`config.mk`:
```
export PLATFORM = sky130hd
export DESIGN_NAME = mult_share_arb_flat
export DESIGN_NICKNAME = d
export VERILOG_FILES = /design/src/rtl/mult_share_arb_if.sv /design/src/rtl/mult_share_arb.sv /design/src/flat_wrapper.sv
export SDC_FILE = /design/constraint.sdc
export NUM_CORES = 1
export LEC_CHECK = 0
export ABC_CLOCK_PERIOD_IN_PS = 5100
export CAP_MARGIN = 20
export CORE_MARGIN = 5
export CORE_UTILIZATION = 30
export CTS_CLUSTER_DIAMETER = 150
export CTS_CLUSTER_SIZE = 28
export DETAILED_ROUTE_END_ITERATION = 16
export PLACE_DENSITY = 0.66
export SYNTH_ARGS = -nofsm -noshare
export SYNTH_HDL_FRONTEND = slang
export SYNTH_SLANG_ARGS = --single-unit
```
`constraint.sdc`:
```
create_clock -name clk -period 5.1 [get_ports clk]
set_clock_uncertainty 0.15 [all_clocks]
set_input_delay 0.51 -clock clk [delete_from_list [all_inputs] [get_ports clk]]
set_output_delay 0.51 -clock clk [all_outputs]
set_load 0.02 [all_outputs]
```
`src/rtl/mult_share_arb_if.sv`:
```
// Bundle between the requesters/consumer/multiplier side and the shared-multiplier arbiter.
// The arbiter uses the slave modport; the environment (PEs, consumer, mult_booth) uses master.
interface mult_share_arb_if #(
  parameter int NUM_REQ = 4,
  parameter int ID_W    = 2
);
  logic [NUM_REQ-1:0]    req_valid;
  logic [NUM_REQ-1:0]    req_ready;
  logic [16*NUM_REQ-1:0] req_a;
  logic [16*NUM_REQ-1:0] req_b;
  logic [15:0]           mul_a;
  logic [15:0]           mul_b;
  logic [31:0]           mul_p;
  logic                  rsp_valid;
  logic                  rsp_ready;
  logic [ID_W-1:0]       rsp_id;
  logic [31:0]           rsp_p;

  modport slave (
    input  req_valid, req_a, req_b, mul_p, rsp_ready,
    output req_ready, mul_a, mul_b, rsp_valid, rsp_id, rsp_p
  );

  modport master (
    output req_valid, req_a, req_b, mul_p, rsp_ready,
    input  req_ready, mul_a, mul_b, rsp_valid, rsp_id, rsp_p
  );
endinterface

```
`src/rtl/mult_share_arb.sv`:
```
// Round-robin arbiter sharing one combinational multiplier: operand reg -> mult_booth -> product reg.
// Optional MULT_ARB_STALL_CNT_EN adds a saturating stall_cnt output.
module mult_share_arb #(
  parameter int NUM_REQ = 4,
  parameter int ID_W    = 2
) (
  input  logic             clk,
  input  logic             rst,
  mult_share_arb_if.slave  bus
`ifdef MULT_ARB_STALL_CNT_EN
  ,
  output logic [15:0]      stall_cnt
`endif
);

  localparam logic [ID_W:0]   NUM_REQ_W = (ID_W+1)'(NUM_REQ);
  localparam logic [ID_W-1:0] LAST_ID   = ID_W'(NUM_REQ - 1);
  localparam logic [ID_W-1:0] ONE_ID    = ID_W'(1'b1);

  logic                s1_v_r;
  logic [15:0]         s1_a_r;
  logic [15:0]         s1_b_r;
  logic [ID_W-1:0]     s1_id_r;
  logic [ID_W-1:0]     rr_ptr_r;
  logic                rsp_valid_r;
  logic [ID_W-1:0]     rsp_id_r;
  logic [31:0]         rsp_p_r;

  logic [NUM_REQ-1:0]  grant_s;
  logic [ID_W-1:0]     grant_id_s;
  logic                found_s;
  logic [ID_W:0]       sum_s;
  logic [ID_W:0]       diff_s;
  logic [ID_W-1:0]     cand_s;
  logic                hit_s;
  logic                adv1_s;
  logic                adv2_s;
  logic [NUM_REQ-1:0]  req_ready_s;
  logic                hs_s;
  logic [15:0]         sel_a_s;
  logic [15:0]         sel_b_s;
  logic [ID_W-1:0]     next_ptr_s;

  assign adv2_s = !rsp_valid_r | bus.rsp_ready;
  assign adv1_s = !s1_v_r | adv2_s;

  // Round-robin search: first valid requester at or above rr_ptr, wrapping mod NUM_REQ.
  always_comb begin
    grant_s    = '0;
    grant_id_s = '0;
    found_s    = 1'b0;
    sum_s      = '0;
    diff_s     = '0;
    cand_s     = '0;
    hit_s      = 1'b0;
    for (int k = 0; k < NUM_REQ; k++) begin
      sum_s              = {1'b0, rr_ptr_r} + k[ID_W:0];
      diff_s             = sum_s - NUM_REQ_W;
      cand_s             = (sum_s >= NUM_REQ_W) ? diff_s[ID_W-1:0] : sum_s[ID_W-1:0];
      hit_s              = !found_s && bus.req_valid[cand_s];
      grant_s[cand_s]    = grant_s[cand_s] | hit_s;
      grant_id_s         = hit_s ? cand_s : grant_id_s;
      found_s            = found_s | hit_s;
    end
  end

  // Accept only when S1 can take a new operand pair; nothing is accepted while reset is held.
  always_comb begin
    req_ready_s = '0;
    if (rst) begin
      req_ready_s = '0;
    end else begin
      req_ready_s = grant_s & {NUM_REQ{adv1_s}};
    end
  end

  assign hs_s       = |req_ready_s;
  assign sel_a_s    = bus.req_a[{grant_id_s, 4'h0} +: 16];
  assign sel_b_s    = bus.req_b[{grant_id_s, 4'h0} +: 16];
  assign next_ptr_s = (grant_id_s == LAST_ID) ? '0 : (grant_id_s + ONE_ID);

  // Stage 1: operand register feeding the multiplier, plus round-robin pointer.
  always_ff @(posedge clk or posedge rst) begin
    if (rst) begin
      s1_v_r   <= 1'b0;
      s1_a_r   <= 16'h0000;
      s1_b_r   <= 16'h0000;
      s1_id_r  <= '0;
      rr_ptr_r <= '0;
    end else if (hs_s) begin
      s1_v_r   <= 1'b1;
      s1_a_r   <= sel_a_s;
      s1_b_r   <= sel_b_s;
      s1_id_r  <= grant_id_s;
      rr_ptr_r <= next_ptr_s;
    end else if (adv1_s) begin
      s1_v_r   <= 1'b0;
    end else begin
      s1_v_r   <= s1_v_r;
    end
  end

  // Stage 2: registered product/tag; held while the consumer stalls.
  always_ff @(posedge clk or posedge rst) begin
    if (rst) begin
      rsp_valid_r <= 1'b0;
      rsp_id_r    <= '0;
      rsp_p_r     <= 32'h0000_0000;
    end else if (adv2_s) begin
      rsp_valid_r <= s1_v_r;
      if (s1_v_r) begin
        rsp_p_r  <= bus.mul_p;
        rsp_id_r <= s1_id_r;
      end else begin
        rsp_p_r  <= rsp_p_r;
        rsp_id_r <= rsp_id_r;
      end
    end else begin
      rsp_valid_r <= rsp_valid_r;
    end
  end

  assign bus.req_ready = req_ready_s;
  assign bus.mul_a     = s1_a_r;
  assign bus.mul_b     = s1_b_r;
  assign bus.rsp_valid = rsp_valid_r;
  assign bus.rsp_id    = rsp_id_r;
  assign bus.rsp_p     = rsp_p_r;

`ifdef MULT_ARB_STALL_CNT_EN
  logic [15:0] stall_cnt_r;
  logic        stall_s;

  assign stall_s = (|bus.req_valid) & !adv1_s;

  // Saturating count of cycles where someone is waiting but S1 cannot accept.
  always_ff @(posedge clk or posedge rst) begin
    if (rst) begin
      stall_cnt_r <= 16'h0000;
    end else if (stall_s && (stall_cnt_r != 16'hFFFF)) begin
      stall_cnt_r <= stall_cnt_r + 16'h0001;
    end else begin
      stall_cnt_r <= stall_cnt_r;
    end
  end

  assign stall_cnt = stall_cnt_r;
`endif

endmodule
```
`src/flat_wrapper.sv`:
```
// flat-port wrapper written by rule: the top's interface ports become plain ports
module mult_share_arb_flat 
#(
  parameter int NUM_REQ = 4,
  parameter int ID_W    = 2
)
  (clk, rst, bus_req_valid, bus_req_a, bus_req_b, bus_mul_p, bus_rsp_ready, bus_req_ready, bus_mul_a, bus_mul_b, bus_rsp_valid, bus_rsp_id, bus_rsp_p);
  mult_share_arb_if #(.NUM_REQ(NUM_REQ), .ID_W(ID_W)) bus_i ();
  input  logic clk;
  input  logic rst;
  input wire logic [$bits(bus_i.req_valid)-1:0] bus_req_valid;
  input wire logic [$bits(bus_i.req_a)-1:0] bus_req_a;
  input wire logic [$bits(bus_i.req_b)-1:0] bus_req_b;
  input wire logic [$bits(bus_i.mul_p)-1:0] bus_mul_p;
  input wire logic [$bits(bus_i.rsp_ready)-1:0] bus_rsp_ready;
  output wire logic [$bits(bus_i.req_ready)-1:0] bus_req_ready;
  output wire logic [$bits(bus_i.mul_a)-1:0] bus_mul_a;
  output wire logic [$bits(bus_i.mul_b)-1:0] bus_mul_b;
  output wire logic [$bits(bus_i.rsp_valid)-1:0] bus_rsp_valid;
  output wire logic [$bits(bus_i.rsp_id)-1:0] bus_rsp_id;
  output wire logic [$bits(bus_i.rsp_p)-1:0] bus_rsp_p;
  assign bus_i.req_valid = bus_req_valid;
  assign bus_i.req_a = bus_req_a;
  assign bus_i.req_b = bus_req_b;
  assign bus_i.mul_p = bus_mul_p;
  assign bus_i.rsp_ready = bus_rsp_ready;
  assign bus_req_ready = bus_i.req_ready;
  assign bus_mul_a = bus_i.mul_a;
  assign bus_mul_b = bus_i.mul_b;
  assign bus_rsp_valid = bus_i.rsp_valid;
  assign bus_rsp_id = bus_i.rsp_id;
  assign bus_rsp_p = bus_i.rsp_p;
  mult_share_arb #(.NUM_REQ(NUM_REQ), .ID_W(ID_W)) u_core (.clk(clk), .rst(rst), .bus(bus_i));
endmodule
```
**After elaboration in Yosys (flattened, before gate mapping)**

Index checks and enable logic that the tools add are counted.

- Bits of input ports: 167
- Register bits after elaboration: 72
- Output and inout port bits: 71
- Word-level logic and storage cells: 95

- Add/subtract/negate cells: 8
- Order comparisons: 12
- Reductions and logical operators: 15
- Eq/ne operators: 1
- Multiplexer cells: 39
- Bitwise gates (word level): 10
- Shift operators: 2

Operators with widths:

| operator | count |
|---|---|
| $shiftx 64x7->16 | 2 |
| $mux 2 | 9 |
| $bmux 1 s2 | 8 |
| $mux 1 | 14 |
| $bwmux 4 | 3 |
| $lt 2x3->1 const B | 4 |
| $ge 3x3->1 const B | 3 |
| $and 4x4->4 | 2 |
| $demux 1 s2 | 4 |
| $ge 2x1->1 const B | 4 |
| $or 1x1->1 | 8 |
| $sub 2x1->2 const B | 4 |
| $logic_and 1x1->1 | 7 |
| $add 2x2->3 const B | 2 |
| $logic_not 1->1 | 5 |
| $mux 4 | 1 |
| $reduce_or 4->1 | 1 |
| $add 2x1->3 const B | 1 |
| $ge 2x3->1 const B | 1 |
| $add 2x1->2 const B | 1 |
| $eq 2x2->1 const B | 1 |
| $reduce_and 2->1 | 1 |
| $reduce_bool 2->1 | 1 |

**Logic depth before layout (Yosys ltp)**

- Depth in word-level cells: 23
- Depth in mapped cells: 15
- Mapped depth without buffers: 11

**Worst setup path after synthesis**

No wires, ideal clock.

- Path type: register -> output
- Start: reg u_core.rr_ptr_r[0]
- End: out bus_req_ready[0]
- Buffers on the path: 3
- Arrival: 3,457 ps
- Slack: 983 ps
- Cell stages (with the launch flop): 14
- Cells stage by stage: dfrtp_1 buf_6 clkbuf_1 inv_1 ha_1 clkbuf_1 mux4_2 mux2_4 a22o_1 a2111oi_2 o32ai_1 and2_1 a211oi_1 nor2_1

- Word-level cells in the longest chain between the ends: 21
- Elaborated cells between the ends (all ways): 69

RTL lines:

| item | line | source |
|---|---|---|
| from (decl) | mult_share_arb.sv:24 | `logic [ID_W-1:0] rr_ptr_r;` |
| from (signal assigned) | mult_share_arb.sv:95 | `rr_ptr_r <= next_ptr_s;` |
| $ge 2x3->1 / $sub 2x1->2 (equally long branches) | mult_share_arb.sv:59, mult_share_arb.sv:58 |  |
| $mux 2 | mult_share_arb.sv:59 | `cand_s = (sum_s >= NUM_REQ_W) ? diff_s[ID_W-1:0] : sum_s[ID_W-1:0];` |
| $lt 2x3->1 (implied by the code) / $ge 2x1->1 (equally long branches) | mult_share_arb.sv:61 | `grant_s[cand_s] = grant_s[cand_s] \| hit_s;` |
| $logic_and 1x1->1 (implied by the code) | mult_share_arb.sv:61 |  |
| $mux 1 (implied by the code) | mult_share_arb.sv:61 |  |
| $demux 1 s2 | n/a |  |
| $and 4x4->4 (no line) | n/a |  |
| $bmux 1 s2 | mult_share_arb.sv:61 |  |
| (+5 left out) | n/a |  |
| $or 1x1->1 | mult_share_arb.sv:61 |  |
| $bwmux 4 | mult_share_arb.sv:61 |  |
| $bmux 1 s2 | mult_share_arb.sv:61 |  |
| $mux 1 (implied by the code) | mult_share_arb.sv:61 |  |
| $or 1x1->1 | mult_share_arb.sv:61 |  |
| $bwmux 4 (*) | mult_share_arb.sv:61 |  |
| $and 4x4->4 (*) | mult_share_arb.sv:73 | `req_ready_s = grant_s & {NUM_REQ{adv1_s}};` |
| $mux 4 (*) | mult_share_arb.sv:70 | `if (rst) begin` |
| to (decl) | flat_wrapper.sv:16 | `output wire logic [$bits(bus_i.req_ready)-1:0] bus_req_ready;` |

Every way passes the cells marked *; elsewhere a longest branch is shown, timed or not. The select of a mux whose other input is x is not followed.

**Worst setup path after layout**

- Start: reg u_core.rr_ptr_r[1]
- End: out bus_req_ready[0]

The elaborated chain is that of the path after synthesis.

==> summary.md <==
| Metric | Value |
|---|---|
| CP Capture Type | primary output |
| Crit-path max FO | 15 |
| Clk buf depth | 2 |
| Period minus WS final | 4.724 ns |
| Vias in the first global route | 4,676 |
| Final HPWL DP | 11,800 um |
| 1st-pass router iterations | 6 |
| Post-Synth Simple-Gate Area | between 15 and 20% |
| Sink Count | 72 |
| I/O pin total | between 200 and 250 |
| TNS Setup | 0 ns |
| Warnings, synthesis | 0 |
| Top FF cell, synth | dfrtp_1 |
| Hold buffers post-CTS | 0 |
| EDFF count, synth | 0 |
| Critical path class | reg -> out |
| Worst hold path type | in -> async |
| Global-route wire length before repair | approximately 25,000 um |
| Rel. slew slack | 25.72% |
| Power per Cell Area | about 750 mW/mm^2 |
| Average wire per standard cell | roughly 18 um |
| Met3 wire length | roughly 1200 um |
| Largest family of logic cells by synthesized area | multiplexers |
| Post-synthesis adder-cell area fraction | 1.379% |
| Fraction of layout cells with a size suffix above 1 | 15.51% |
| Die area | 0.01769 mm^2 |
| RSZ-0062 raised after global routing | false |
| Htree depth | 3 |
| Pleak | 2.958 nW |
| Sequential area share after synthesis | slightly below 40% |
| Worst setup SP type | flip-flop |
| Syn Nets | roughly 630 |
| Final setup viols | 0 |
| Post-route ant nets | 0 |
| Hold Vio Cnt, Final | 0 |
| Avg Vias per Cell | 5.103 |
| Worst EP arrival | about 4 ns |
| Synth async-reset ratio | 100.0% |
| R2R cell count | 12 |
| WL met2 | between 7000 and 8000 um |
| Final max-slew violation count | 0 |
| Worst-path clk slew | roughly 0.06 ns |
| Compound-Gate Fraction of Synth Area | ~16% |
| Area Overhead vs Synth | 62.67% |
| Worst r2r src | u_core.rr_ptr_r[1]$_DFFE_PP0P_ |
| Largest net degree at the start of global routing | 68 |
| 1st-iter DRT viols | approximately 170 |
| Drt drc | 0 |
| Worst-margin pin slew | between 1 and 1.5 ns |
| Die W | 133.0 um |
| Max Fclk | around 210 MHz |
| VDD IR-drop max | 0.3703 mV |
| RePlAce Congestion | 0.8908 |
| Final-stage net count | between 800 and 900 |
| Worst EP required | about 4.4 ns |
| Syn Area/Cell | 9.974 um^2 |
| Crit share post-route | roughly 90% |
| Row count | 45 |
| Multiplexer area fraction after synthesis | between 20 and 25% |
| Total GRT Usage | between 10% and 20% |
| Number of max-cap violations | 0 |
| Core area | 0.01503 mm^2 |
| Synth Register Bits | between 70 and 80 |
| Worst Setup EP | bus_req_ready[0] |
| Initial Utilization | a little under a third |
| Status | finished clean |
| Grt ovf | 0 |
| CTS tree | built |
| WL met1 | slightly above 6000 um |
| Finished Core Util | about half |
| XOR/XNOR Fraction of Synth Area | 0% |
| Clk root buf | clkbuf_16 |
| Synth cell types | between 40 and 50 |
| Via count | approximately 4,400 |
| R2R Setup Slk | between 1 and 1.5 ns |
| Post-CTS sizing | 0 |
| Worst R2R End | u_core.bus.mul_b[0]$_DFFE_PP0P_ |
| Mapped Cells | between 400 and 500 |
| Final wirelength | between 15,000 and 20,000 um |
| Post-Syn Area | about 0.0045 mm^2 |
| Antenna violations before repair | 2 |
| Worst Setup SP | u_core.rr_ptr_r[1]$_DFFE_PP0P_ |
| Highest metal used | met5 |
| Postcts setup bufs | 0 |
| Inserted Clock Buffers | 9 |
| Latest clock arrival within the worst-skew pair | approximately 0.33 ns |
| PortBufs | between 200 and 250 |
| Die Ht | around 130 um |
-- metal layers --
metal  vias to the layer above  track usage [%]
met5                         -                0
met4                         2            6.409
met3                        29            5.932
met2                       172            29.03
met1                      2136            20.27
li1                       2080                -
-- Yosys cell counts (2+ instances only) --
master / n / area (um^2)
and3b_1: 2 / 17.52
inv_1: 9 / 33.78
mux2i_1: 3 / 30.03
nor3b_1: 5 / 37.54
o21ai_0: 7 / 35.03
a22oi_1: 3 / 22.52
clkbuf_1: 31 / 116.4
nor2_1: 10 / 37.54
buf_6: 4 / 45.04
a31oi_1: 35 / 219.0
ha_1: 5 / 62.56
nand3_1: 4 / 20.02
dfrtp_1: 72 / 1802
and2_0: 2 / 12.51
mux4_2: 3 / 67.56
a211oi_1: 36 / 270.3
a22o_1: 2 / 17.52
mux2_4: 30 / 450.4
and2_1: 32 / 200.2
o211ai_1: 2 / 15.01
nand2_1: 77 / 289.0
nor4_1: 2 / 12.51
buf_1: 3 / 11.26
a21oi_1: 8 / 40.04
buf_2: 2 / 10.01
nand4_1: 2 / 12.51
nand2b_1: 2 / 12.51
mux2_2: 41 / 461.7
o31ai_1: 2 / 15.01
nor3_1: 4 / 20.02
nor2b_1: 3 / 18.77
-- layout by cell type, fill, tap and decap left out, types with 4 or more instances in the layout --
cell,n
a211oi_1,35
a21oi_1,8
a31oi_1,35
and2_1,32
buf_4,7
clkbuf_16,9
clkdlybuf4s50_1,237
clkinv_4,4
dfrtp_1,72
ha_1,5
inv_1,7
mux2_2,41
mux2_4,30
nand2_1,77
nand3_1,4
nor2_1,10
nor3_1,4
nor3b_1,5
o21ai_0,7
-- how the worst min path moves through the flow --
stage	slack, ns	endpoint	from	cells after the start
floorplan	0.33	u_core.s1_id_r[0]$_DFFE_PP0P_	u_core.s1_id_r[0]$_DFFE_PP0P_	1
global placement	0.34	u_core.bus.rsp_p[22]$_DFFE_PP0P_	u_core.bus.rsp_p[22]$_DFFE_PP0P_	1
detailed placement	0.34	u_core.bus.rsp_p[13]$_DFFE_PP0P_	u_core.bus.rsp_p[13]$_DFFE_PP0P_	1
CTS	0.25	u_core.bus.rsp_p[30]$_DFFE_PP0P_	rst	2
global route	0.27	u_core.bus.rsp_p[16]$_DFFE_PP0P_	rst	2
finish	0.25	u_core.bus.rsp_p[16]$_DFFE_PP0P_	rst	2
-- logic make-up after synthesis --
| logic type | after synthesis |
|---|---|
| and+or+nand+nor | 146 |
| AOI/OAI and AO/OA | 106 |
| adders and majority gates | 5 |
| buffers and inverters | 49 |
| muxes | 77 |
| DFF | 72 |
-- sequential cells by signal (all words and copies together) (netlist names) --
signal,flops
u_core.bus.mul_a,16
u_core.bus.rsp_valid,1
u_core.s1_id_r,2
u_core.bus.mul_b,16
u_core.s1_v_r,1
u_core.bus.rsp_id,2
u_core.rr_ptr_r,2
u_core.bus.rsp_p,32
-- power by group --
group	total [mW]	switching, mW	internal, mW
combinational	3.81	1.93	1.88
clock	0.637	0.253	0.384
sequential	1.07	0.175	0.891
total	5.51	2.35	3.16
-- critical path, stage by stage, from the launching register on --
cell and delay (ns):
dfrtp_1 0.48, inv_1 0.13, ha_1 0.29, buf_4 0.20, mux4_2 0.51, mux2_4 0.31
a22o_1 0.28, a2111oi_2 0.30, o32ai_1 0.15, and2_1 0.23, a211oi_1 0.24, nor2_1 0.07
clkdlybuf4s50_1 0.55
-- per-stage QoR --
| stage | worst slack (ns) | hold WS, ns | power [mW] | instance area (um^2) | instances |
|---|---|---|---|---|---|
| after floorplan | 0.9828 | 0.3279 | 3.661 | 4538 | 455 |
| after global placement | 0.5273 | 0.3372 | 4.850 | 7073 | 849 |
| after detailed placement | 0.4869 | 0.3433 | 4.901 | 7073 | 849 |
| after CTS | 0.4019 | 0.2468 | 5.568 | 7380 | 865 |
| after global routing | 0.1575 | 0.2678 | 5.893 | 7382 | 866 |
| final | 0.3758 | 0.2488 | 5.511 | 7382 | 866 |
-- layout make-up --
class | instances | area, um^2
Clock inverter | 7 | 81.33
Sequential cell | 72 | 1802
Clock buffer | 9 | 225.2
Tap cell | 188 | 235.2
Antenna cell | 1 | 2.502
Timing Repair Buffer | 246 | 2465
Fill cell | 1387 | 7651
Multi-Input combinational cell | 334 | 2537
Inverter | 9 | 33.78
Note: power is estimated with default switching activity, not from simulation.
